==> config.mk <==
export PLATFORM = sky130hd
export DESIGN_NAME = mem_access
export DESIGN_NICKNAME = d
export VERILOG_FILES = /design/src/rtl/mem_access.sv
export SDC_FILE = /design/constraint.sdc
export NUM_CORES = 1
export LEC_CHECK = 0
export BUFFER_PORTS_ARGS = -buffer_cell sky130_fd_sc_hd__buf_2
export CAP_MARGIN = 20
export CORE_AREA = 5 5 236 238
export CTS_BUF_LIST = sky130_fd_sc_hd__clkbuf_8
export DETAILED_ROUTE_END_ITERATION = 16
export DIE_AREA = 0 0 241 243
export GPL_TIMING_DRIVEN = 0
export PLACE_DENSITY = 0.66
export SYNTH_ARGS = -nofsm -noshare
export SYNTH_HDL_FRONTEND = slang
export SYNTH_SLANG_ARGS = --single-unit
==> constraint.sdc <==
create_clock -name clk -period 3.1 [get_ports clk]
set_clock_uncertainty 0.15 [all_clocks]
set_input_delay 0.93 -clock clk [delete_from_list [all_inputs] [get_ports clk]]
set_output_delay 0.93 -clock clk [all_outputs]
set_load 0.05 [all_outputs]
==> src/rtl/mem_access.sv <==
// mem_access: data-memory access stage of the 64-bit in-order pipeline.
//
// Takes one op per in_valid/in_ready handshake from execute. Non-memory ops
// pass in_result straight to the output. Loads and stores go out on the
// dreq/dresp split handshake: the request is held until dresp_addr_ok, and the
// data (or store completion) arrives on dresp_data_ok. Load data is shifted
// down by the byte offset and sign/zero-extended. The result, PC and writeback
// address are registered and presented with a one-cycle out_valid pulse.
// in_ready is low while an op is in flight and acts as the pipeline stall.
//
// Ports:
//   clk, reset         clock; asynchronous active-low reset
//   in_*               op from execute (valid/ready, pc, load/store, size,
//                      unsigned, addr, wdata, result, wa)
//   dreq_*             bus request (valid, addr, size, strobe, data)
//   dresp_*            bus response (addr_ok, data_ok, data)
//   out_*              registered result (valid pulse, pc, result, wa,
//                      misalign)
//
// Build option:
//   MEM_MISALIGN_TRAP_EN  defined: a misaligned load/store skips the bus and
//                         completes at once with out_misalign=1,
//                         out_result=addr and out_wa=0.
//                         undefined: out_misalign is 0 and the address low
//                         bits are forced to the size alignment.
module mem_access #(
  parameter int unsigned XLEN = 64,
  parameter int unsigned RA_W = 5
) (
  input  logic            clk,
  input  logic            reset,
  input  logic            in_valid,
  output logic            in_ready,
  input  logic [XLEN-1:0] in_pc,
  input  logic            in_load,
  input  logic            in_store,
  input  logic [1:0]      in_size,
  input  logic            in_unsigned,
  input  logic [XLEN-1:0] in_addr,
  input  logic [XLEN-1:0] in_wdata,
  input  logic [XLEN-1:0] in_result,
  input  logic [RA_W-1:0] in_wa,
  output logic            dreq_valid,
  output logic [XLEN-1:0] dreq_addr,
  output logic [1:0]      dreq_size,
  output logic [7:0]      dreq_strobe,
  output logic [XLEN-1:0] dreq_data,
  input  logic            dresp_addr_ok,
  input  logic            dresp_data_ok,
  input  logic [XLEN-1:0] dresp_data,
  output logic            out_valid,
  output logic [XLEN-1:0] out_pc,
  output logic [XLEN-1:0] out_result,
  output logic [RA_W-1:0] out_wa,
  output logic            out_misalign
);

  typedef enum logic [1:0] {StIdle, StReq, StWait, StDone} state_t;

  state_t r_state, w_state_next;

  // Latched op
  logic [XLEN-1:0] r_pc;
  logic            r_load;
  logic [1:0]      r_size;
  logic            r_unsigned;
  logic [XLEN-1:0] r_addr;
  logic [RA_W-1:0] r_wa;

  // Bus request fields, computed once at accept and held
  logic [XLEN-1:0] r_dreq_addr;
  logic [7:0]      r_dreq_strobe;
  logic [XLEN-1:0] r_dreq_data;

  // Output registers
  logic [XLEN-1:0] r_out_pc;
  logic [XLEN-1:0] r_out_result;
  logic [RA_W-1:0] r_out_wa;

  logic            w_accept;
  logic            w_mem_op;
  logic [2:0]      w_mask;
  logic            w_trap;
  logic [XLEN-1:0] w_addr_eff;
  logic [2:0]      w_off;
  logic [7:0]      w_strobe_base;
  logic [7:0]      w_strobe;
  logic [XLEN-1:0] w_wdata_sh;
  logic [XLEN-1:0] w_raw;
  logic [XLEN-1:0] w_load_val;
  logic [XLEN-1:0] w_mem_result;
  logic [XLEN-1:0] w_imm_result;
  logic            w_mem_done;

  assign w_accept = (r_state == StIdle) && in_valid;
  assign w_mem_op = in_load || in_store;

  // Low address bits that must be zero for an aligned access of this size
  always_comb begin
    w_mask = 3'b000;
    unique case (in_size)
      2'b00: w_mask = 3'b000;
      2'b01: w_mask = 3'b001;
      2'b10: w_mask = 3'b011;
      2'b11: w_mask = 3'b111;
    endcase
  end

`ifdef MEM_MISALIGN_TRAP_EN
  logic r_out_misalign;
  assign w_trap       = w_mem_op && ((in_addr[2:0] & w_mask) != 3'b000);
  assign w_addr_eff   = in_addr;
  assign out_misalign = r_out_misalign;
`else
  assign w_trap       = 1'b0;
  assign w_addr_eff   = {in_addr[XLEN-1:3], in_addr[2:0] & ~w_mask};
  assign out_misalign = 1'b0;
`endif

  assign w_off = w_addr_eff[2:0];

  always_comb begin
    w_strobe_base = 8'h00;
    unique case (in_size)
      2'b00: w_strobe_base = 8'h01;
      2'b01: w_strobe_base = 8'h03;
      2'b10: w_strobe_base = 8'h0F;
      2'b11: w_strobe_base = 8'hFF;
    endcase
    w_strobe = 8'h00;
    if (in_store) w_strobe = w_strobe_base << w_off;
  end

  assign w_wdata_sh = in_wdata << {w_off, 3'b000};

  // Load extraction from the raw 8-byte-aligned response
  assign w_raw = dresp_data >> {r_dreq_addr[2:0], 3'b000};

  always_comb begin
    w_load_val = w_raw;
    unique case (r_size)
      2'b00: w_load_val = {{(XLEN-8){~r_unsigned & w_raw[7]}}, w_raw[7:0]};
      2'b01: w_load_val = {{(XLEN-16){~r_unsigned & w_raw[15]}}, w_raw[15:0]};
      2'b10: w_load_val = {{(XLEN-32){~r_unsigned & w_raw[31]}}, w_raw[31:0]};
      2'b11: w_load_val = w_raw;
    endcase
  end

  // Stores report their address; writeback ignores it (wa is 0)
  assign w_mem_result = r_load ? w_load_val : r_addr;
  assign w_imm_result = w_trap ? in_addr : in_result;

  assign w_mem_done = ((r_state == StReq) && dresp_addr_ok && dresp_data_ok) ||
                      ((r_state == StWait) && dresp_data_ok);

  always_comb begin
    w_state_next = r_state;
    unique case (r_state)
      StIdle: begin
        if (in_valid) w_state_next = (w_mem_op && !w_trap) ? StReq : StDone;
      end
      StReq: begin
        if (dresp_addr_ok) w_state_next = dresp_data_ok ? StDone : StWait;
      end
      StWait: begin
        if (dresp_data_ok) w_state_next = StDone;
      end
      StDone: w_state_next = StIdle;
    endcase
  end

  always_ff @(posedge clk or negedge reset) begin
    if (!reset) begin
      r_state <= StIdle;
    end else begin
      r_state <= w_state_next;
    end
  end

  always_ff @(posedge clk or negedge reset) begin
    if (!reset) begin
      r_pc          <= '0;
      r_load        <= 1'b0;
      r_size        <= 2'b00;
      r_unsigned    <= 1'b0;
      r_addr        <= '0;
      r_wa          <= '0;
      r_dreq_addr   <= '0;
      r_dreq_strobe <= 8'h00;
      r_dreq_data   <= '0;
    end else if (w_accept) begin
      r_pc          <= in_pc;
      r_load        <= in_load;
      r_size        <= in_size;
      r_unsigned    <= in_unsigned;
      r_addr        <= in_addr;
      r_wa          <= in_wa;
      r_dreq_addr   <= w_addr_eff;
      r_dreq_strobe <= w_strobe;
      r_dreq_data   <= w_wdata_sh;
    end
  end

  // Output registers change only on entry to DONE
  always_ff @(posedge clk or negedge reset) begin
    if (!reset) begin
      r_out_pc     <= '0;
      r_out_result <= '0;
      r_out_wa     <= '0;
    end else if (w_accept && !(w_mem_op && !w_trap)) begin
      r_out_pc     <= in_pc;
      r_out_result <= w_imm_result;
      r_out_wa     <= w_trap ? '0 : in_wa;
    end else if (w_mem_done) begin
      r_out_pc     <= r_pc;
      r_out_result <= w_mem_result;
      r_out_wa     <= r_wa;
    end
  end

`ifdef MEM_MISALIGN_TRAP_EN
  always_ff @(posedge clk or negedge reset) begin
    if (!reset) begin
      r_out_misalign <= 1'b0;
    end else if (w_accept && !(w_mem_op && !w_trap)) begin
      r_out_misalign <= w_trap;
    end else if (w_mem_done) begin
      r_out_misalign <= 1'b0;
    end
  end
`endif

  // in_ready is held low for as long as reset is asserted
  assign in_ready    = (r_state == StIdle) && reset;
  assign dreq_valid  = (r_state == StReq);
  assign dreq_addr   = r_dreq_addr;
  assign dreq_size   = r_size;
  assign dreq_strobe = r_dreq_strobe;
  assign dreq_data   = r_dreq_data;
  assign out_valid   = (r_state == StDone);
  assign out_pc      = r_out_pc;
  assign out_result  = r_out_result;
  assign out_wa      = r_out_wa;

endmodule

After elaboration in Yosys (flattened, before gate mapping):

Cells that the tools add are included.

* latch bits: 0
* memory bits (read-only): 0
* word-level logic and storage cells: 65
* memory bits (writable): 0
* memories kept: 0
* register bits: 408

* bitwise logic cells: 6
* shift operators: 3
* add/subtract/negate cells: 0
* multipliers: 0
* eq/ne operators: 12
* divide/modulo/power cells: 0
* muxes and demuxes: 17
* $lt $le $gt $ge: 0
* reductions and logical operators: 14

Operators by type and width (number)
* 2-to-1 mux 64 bit: 5
* case mux 64 bit (4 select lines): 1
* << shifter 64 x 6 -> 64 bit: 1
* right shift 64 x 6 -> 64 bit: 1
* case mux 8 bit (4 select lines): 1
* == test 2 bit, second input constant: 6
* case mux 3 bit (4 select lines): 1
* 2-to-1 mux 5 bit: 2
* 2-to-1 mux 2 bit: 4
* 2-to-1 mux 8 bit: 1
* case mux 2 bit (4 select lines): 1
* << shifter 8 x 3 -> 8 bit: 1
* == test 2 x 1 -> 1 bit, second input constant: 3
* logical AND 1 bit: 6
* logical NOT 2 bit: 3
* inequality test 2 bit, second input constant: 2
* bitwise AND 1 bit: 3
* bitwise AND 3 bit: 1
* inverter 3 bit: 1
* AND reduction 3 bit: 1
* logical OR 1 bit: 2
* inequality test 2 x 1 -> 1 bit, second input constant: 1
* nonzero test 2 bit: 1
* logical NOT 1 bit: 1
* 2 further kinds: 2

Depth between registers and ports, before layout:

Gate-level depths: netlist (run 1).

* depth in word-level cells: 6
* depth in mapped cells: 9
* mapped depth without buffers: 7

Least setup slack after synthesis (run 1):

No wires, ideal clock.

* kind: input to register
* start point: input in_size[1]
* end point: register r_dreq_data[63], in the netlist dreq_data[63]
* setup slack: 0.429 ns
* data required time: 2.824 ns
* stages: 8
* buffers on the path: 3
* arrival time: 2.395 ns
* cells stage by stage: buf_2 nor3b_1 buf_2 buf_4 mux2i_1 mux2i_1 nor2b_1 a221o_1

* longest elaborated chain between the ends: 5

RTL lines
* start, declared: line 37 `input logic [1:0] in_size,`
* == test 2 bit (tied with other cells): line 101 `unique case (in_size)`
* case mux 3 bit (4 select lines) *: line 101
* inverter 3 bit *: line 116 `assign w_addr_eff = {in_addr[XLEN-1:3], in_addr[2:0] & ~w_mask};`
* bitwise AND 3 bit *: line 116
* << shifter 64 x 6 -> 64 bit *: line 134 `assign w_wdata_sh = in_wdata << {w_off, 3'b000};`
* end signal, assigned: line 200 `r_dreq_data <= w_wdata_sh;`
* end, declared: line 73 `logic [XLEN-1:0] r_dreq_data;`

Every way passes the cells marked *; elsewhere a longest branch is shown, timed or not.
A chain may end at the register's enable or synchronous reset.

Worst setup path in the final report (run 1):

* start point: register r_dreq_addr[0], in the netlist dreq_addr[0]
* end point: register r_out_result[26], in the netlist out_result[26]

* longest elaborated chain between the ends: 6

RTL lines
* start, declared: line 71 `logic [XLEN-1:0] r_dreq_addr;`
* start signal, assigned: line 198 `r_dreq_addr <= w_addr_eff;`
* right shift 64 x 6 -> 64 bit *: line 137 `assign w_raw = dresp_data >> {r_dreq_addr[2:0], 3'b000};`
* bitwise AND 1 bit, on equally long branches: line 143, 142
* case mux 64 bit (4 select lines) *: line 141 `unique case (r_size)`
* 2-to-1 mux 64 bit *: line 150 `assign w_mem_result = r_load ? w_load_val : r_addr;`
* 2-to-1 mux 64 bit *: line 214 `end else if (w_mem_done) begin`
* 2-to-1 mux 64 bit *: line 210 `end else if (w_accept && !(w_mem_op && !w_trap)) begin`
* end signal, assigned: line 212 `r_out_result <= w_imm_result;`
* end signal, assigned: line 216 `r_out_result <= w_mem_result;`
* end, declared: line 77 `logic [XLEN-1:0] r_out_result;`

Every way passes the cells marked *; elsewhere a longest branch is shown, timed or not. The select of a mux whose other input is x is not followed.

==> results of run 1 <==
==> worst max-delay path by stage <==
| stage | from | slack (ns) | to |
|---|---|---|---|
| finish | dreq_addr[0] | 0.13 | out_result[26] |
| global route | r_state[0] | 0.001 | r_addr[58] |
| CTS | r_state[0] | 0.003 | out_result[58] |
| detailed placement | in_valid | -0.78 | out_pc[35] |
| global placement | reset | -6.08 | out_pc[39] |
| floorplan | in_size[1] | 0.43 | dreq_data[63] |
==> cell type report <==
cell class	instances	area (sq um)
Fill cell	5377	29200
Inverter	7	26.3
Clock inverter	34	245
Sequential cell	347	8680
Tap cell	696	871
Multi-Input combinational cell	1547	8790
Buffer	225	1180
Clock buffer	79	1090
Antenna cell	11	27.5
Timing Repair Buffer	616	3260
==> synth_stat cells (20+ instances only) <==
cell type    n  area share (%)
a22oi_1     25             1.0
or3_1       34             1.1
clkbuf_1   128             2.6
nand2_1    675              14
and3_1      27            0.91
dfrtp_1    347              47
mux2i_1     82             4.4
o211ai_1    47             1.9
nor2_1     141             2.8
a22oi_2     20             1.3
a31oi_1     79             2.7
mux2_2      47             2.8
a21oi_1     66             1.8
o21ai_0    103             2.8
buf_4       68             2.7
==> power breakdown <==
part	internal (uW)	total (uW)	switching, uW
sequential	6650	8220	1580
combinational	4760	16700	11900
clock	2570	4680	2100
total	14000	29600	15600
==> flip-flops by register name, indices dropped and copies added (netlist names), 5 cells and up <==
name         flops
dreq_data       64
out_pc          64
out_result      64
r_addr          64
r_pc            64
dreq_strobe      8
out_wa           5
r_wa             5
==> cell families after synthesis <==
| family | synth area share [%] |
|---|---|
| flops | 46.6 |
| compound gates | 16.5 |
| other cells | 0.0201 |
| mux | 9.18 |
| buf+inv | 6.40 |
| simple gates | 21.0 |
| fa+ha+maj | 0.336 |
==> metrics by stage <==
stage | util [%] | instance area [sq um] | setup WS [ns] | instances | TNS, ns
finish | 45.3 | 24200 | 0.130 | 3562 | 0
global route | 45.3 | 24200 | 0.00112 | 3559 | 0
CTS | 45.2 | 24100 | 0.00274 | 3551 | 0
detailed placement | 42.4 | 22700 | -0.784 | 3435 | -86.31
global placement | 42.2 | 22600 | -6.08 | 3431 | -2195.12
floorplan | - | 18600 | 0.429 | 2127 | 0
==> routing by layer <==
metal,vias to the layer above,GRT usage [%]
met2,1062,48.6
met1,9525,36.4
met3,207,8.05
li1,8695,-
met5,-,0
met4,8,12.3
==> what timing repair did <==
action	4_1_cts	5_1_grt
hold buffers	2	0
endpoints found under the setup margin	147	86
cloned	2	0
hold endpoints to repair	25	0
resized for setup	12	21
==> results.json, run 1 <==
{
  "status": "completed",
  "cts-buffers-inserted": 67,
  "wl_per_cell_microns": 25.1,
  "slew_headroom_pct": 40.1,
  "final_common_cell": "nand2_1",
  "crit_type": "reg2reg",
  "clk_pin_slew_ns": 0.06,
  "final_layout_size_suffix_gt1_share_pct": 32.0,
  "finalCriticalPeriod_ns": 2.97,
  "irDropWorstVdd_mv": 0.552,
  "yosys_warnings": 0,
  "drv_cap": 0,
  "synth_edf_count": 0,
  "finalHoldViolations": 0,
  "ant_nets": 0,
  "synth_seq_cells": 347,
  "endpoint_kind": "flip-flop",
  "cts_max_level": 3,
  "fmax_mhz": 337,
  "hold_slack_ns": 0.113,
  "setup_violations": 0,
  "cp_max_fo": 10,
  "first_global_vias": 20000,
  "min_path_type": "in2async",
  "cts_tree": "built",
  "totalPowerFinal_uw": 29600,
  "worstPathCellList": "buf_4, buf_2, clkbuf_1, mux2i_1, o2bb2ai_1, nor3_1, o21ai_1",
  "max_slew.worst_pin.slew_ns": 0.898,
  "rows": 85,
  "maxSlewViolCount": 0,
  "required_ns": 3.46,
  "grt_pass1_wl_microns": 130000,
  "place_hpwl_microns": 70500,
  "worstPathArrival_ns": 3.33,
  "core_area_sq_um": 53400,
  "clockRootBuffer": "clkbuf_8",
  "grt_max_degree": 91,
  "synth_nets": 2467,
  "synth_cell_types": 63,
  "worstSkewPairLatency_ns": 0.66,
  "via_per_inst": 5.47,
  "met1Wirelength_microns": 34400,
  "gr-total-overflow": 0,
  "wirelength_microns": 89500,
  "r2r_end": "out_result[26]",
  "dr.max_layer_used": "met5",
  "wl_met2_microns": 42500,
  "slowest_stage": "clkbuf_1",
  "drc": 0,
  "drtPass1Iterations": 6,
  "die_w_microns": 241,
  "p_leak_uw": 0.0123,
  "antenna_found_initial": 17,
  "die_area_sq_um": 58600,
  "r2r-start": "dreq_addr[0]",
  "ys_seq_area_share_pct": 46.6,
  "cts.sinks": 347,
  "numPortBuffers": 608,
  "clockBufferDepth": 3,
  "place_congestion": 1.04,
  "cts_setup_buffers": 0,
  "mostFrequentLayoutCells": "nand2_1 (673), buf_2 (624), dfrtp_1 (347), nor2_1 (139), clkbuf_1 (115)",
  "num-nets-final": 3151,
  "reg2reg_slack_ns": 0.13,
  "period_share_pct": 95.8,
  "critical_path.top_delay_family": "buffers and inverters",
  "vias": 19500,
  "cp_num_cells": 7,
  "grt_usage_pct": 29.5,
  "drtIter0Drc": 1857,
  "power_density_nw_per_um2": 1220,
  "synthesis.area_sq_um": 18600,
  "wl_met3_microns": 8490,
  "syn_avg_cell_area_sq_um": 8.76,
  "ios": 610,
  "worst-path-buf-inv": 3,
  "die_h_microns": 243,
  "slowest_delay_ns": 0.54,
  "worstSetupStartpointType": "flip-flop",
  "ys_async_sr_fraction_pct": 100,
  "initial_core_util_pct": 34.9,
  "syn_inst": 2127,
  "synth_ff_type": "dfrtp_1",
  "rsz0062_at_grt": "no",
  "syn_to_final_growth_pct": 29.7,
  "reg2regPathDepth": 7
}
(Power assumes the default switching activity.)
==> run 2, diff against run 1 <==
- CTS_BUF_LIST: sky130_fd_sc_hd__clkbuf_8 -> sky130_fd_sc_hd__clkbuf_4 sky130_fd_sc_hd__clkbuf_8
==> results.json, run 2 (synthesis gave the netlist of run 1 again) <==
{
  "status": "completed",
  "worstSkewPairLatency_ns": 0.66,
  "cts-buffers-inserted": 67,
  "critical_path.top_delay_family": "buffers and inverters",
  "clockBufferDepth": 3,
  "finalHoldViolations": 0,
  "grt_usage_pct": 29.4,
  "fillerInstances": 5355,
  "die_w_microns": 241,
  "antenna_found_initial": 17,
  "first_global_vias": 20000,
  "slowest_delay_ns": 0.50,
  "cp_max_fo": 10,
  "grt_max_degree": 91,
  "setup_violations": 0,
  "hold_slack_ns": 0.112,
  "syn_to_final_growth_pct": 30.2,
  "mostFrequentLayoutCells": "nand2_1 (673), buf_2 (624), dfrtp_1 (347), nor2_1 (139), clkbuf_1 (115)",
  "path_common_cell": "buf_2",
  "clk_pin_slew_ns": 0.06,
  "multi_input_area_sq_um": 8790,
  "min_path_type": "in2async",
  "worstSetupStartpointType": "flip-flop",
  "drtIter0Drc": 1706,
  "totalPowerFinal_uw": 29900,
  "drtPass1Iterations": 6,
  "place_hpwl_microns": 70500,
  "max_slew.worst_pin.slew_ns": 0.861,
  "rsz0062_at_grt": "no",
  "wirelength_microns": 89400,
  "finalCriticalPeriod_ns": 2.99,
  "worst-path-buf-inv": 4,
  "wl_per_cell_microns": 25.1,
  "crit_type": "reg2reg",
  "cts.sinks": 347,
  "pre_cts_slack_ns": -0.784,
  "p_leak_uw": 0.0123,
  "num-nets-final": 3151,
  "r2r-start": "dreq_addr[0]",
  "final_common_cell": "nand2_1",
  "worstPathArrival_ns": 3.34,
  "ant_nets": 0,
  "gr-total-overflow": 0,
  "slew_headroom_pct": 42.4,
  "cts_setup_buffers": 0,
  "die_area_sq_um": 58600,
  "fmax_mhz": 335,
  "die_h_microns": 243,
  "fin_ws_ns": 0.114,
  "worstPathCellList": "buf_4, buf_2, buf_2, nand2_1, clkbuf_1, o21ai_0, nor3_1, o21ai_1",
  "cts_tree": "built",
  "maxSlewViolCount": 0,
  "ios": 610,
  "clockRootBuffer": "clkbuf_8",
  "ff_latch_area_sq_um": 8680,
  "via_per_inst": 5.47,
  "reg2regPathDepth": 8,
  "numPortBuffers": 608,
  "cp_num_cells": 8,
  "irDropWorstVdd_mv": 0.552,
  "endpoint_kind": "flip-flop",
  "slowest_stage": "dfrtp_1",
  "grt_pass1_wl_microns": 130000,
  "drv_cap": 0,
  "core_area_sq_um": 53400,
  "drc": 0,
  "required_ns": 3.45,
  "vias": 19500,
  "crit_path_start": "dreq_addr[0]",
  "final_layout_size_suffix_gt1_share_pct": 32.9,
  "period_share_pct": 96.3,
  "place_congestion": 1.04,
  "power_density_nw_per_um2": 1230,
  "rows": 85,
  "cts_max_level": 3,
  "initial_core_util_pct": 34.9
}
run 2: cell count changes in the layout (fill, tap and decap cells not counted):
| cell | delta |
|---|---|
| nor3_2 | -1 |
| inv_1 | -25 |
| diode_2 | +2 |
| nor3_1 | +1 |
| clkbuf_4 | +25 |
run 2: where the power goes:
| part | internal (uW) | switching (uW) | leakage (uW) |
|---|---|---|---|
| logic | 4750 | 11900 | 0.00718 |
| clock network | 2880 | 2110 | 0.000758 |
| registers | 6650 | 1570 | 0.00434 |
| total | 14300 | 15600 | 0.0123 |
run 2: final timing paths:
kind | slack, ns | end
setup / recovery | 0.11 | out_result[18]
hold / removal | 0.11 | out_result[7]
setup reg to reg | 0.11 | out_result[18]
hold reg to reg | 0.32 | r_wa[4]
max in group asynchronous | 1.46 | r_addr[33]
min in group clk | 0.31 | r_addr[11]
run 2: routing by layer:
metal | up-vias | track usage, % | part of all wire (%)
met5 | - | 0 | 0.058
met4 | 8 | 12.3 | 4.6
met3 | 201 | 7.82 | 9.3
met2 | 1050 | 48.5 | 47
met1 | 9538 | 36.5 | 39
li1 | 8697 | - | -
run 2: timing repair:
action,4_1_cts,5_1_grt
cloned,2,0
endpoints found under the setup margin,147,88
endpoints found under the hold margin,25,0
pin swaps,0,0
hold buffers,2,0
resized for setup,12,20
run 2: per-stage QoR:
step | area, sq um | util, % | TNS (ns) | instances
after floorplan | 18600 | - | 0 | 2127
after global placement | 22600 | 42.2 | -2195.12 | 3431
after detailed placement | 22700 | 42.4 | -86.31 | 3435
after CTS | 24200 | 45.3 | 0 | 3551
after global routing | 24300 | 45.4 | 0 | 3559
final | 24300 | 45.5 | 0 | 3564
run 2: layout make-up:
cell class | instances | area share (%)
Antenna cell | 13 | 0.134
Multi-Input combinational cell | 1547 | 36.2
Clock inverter | 9 | 0.624
Timing Repair Buffer | 616 | 13.4
Sequential cell | 347 | 35.8
Tap cell | 696 | 3.59
Inverter | 7 | 0.108
Buffer | 225 | 4.88
Clock buffer | 104 | 5.25
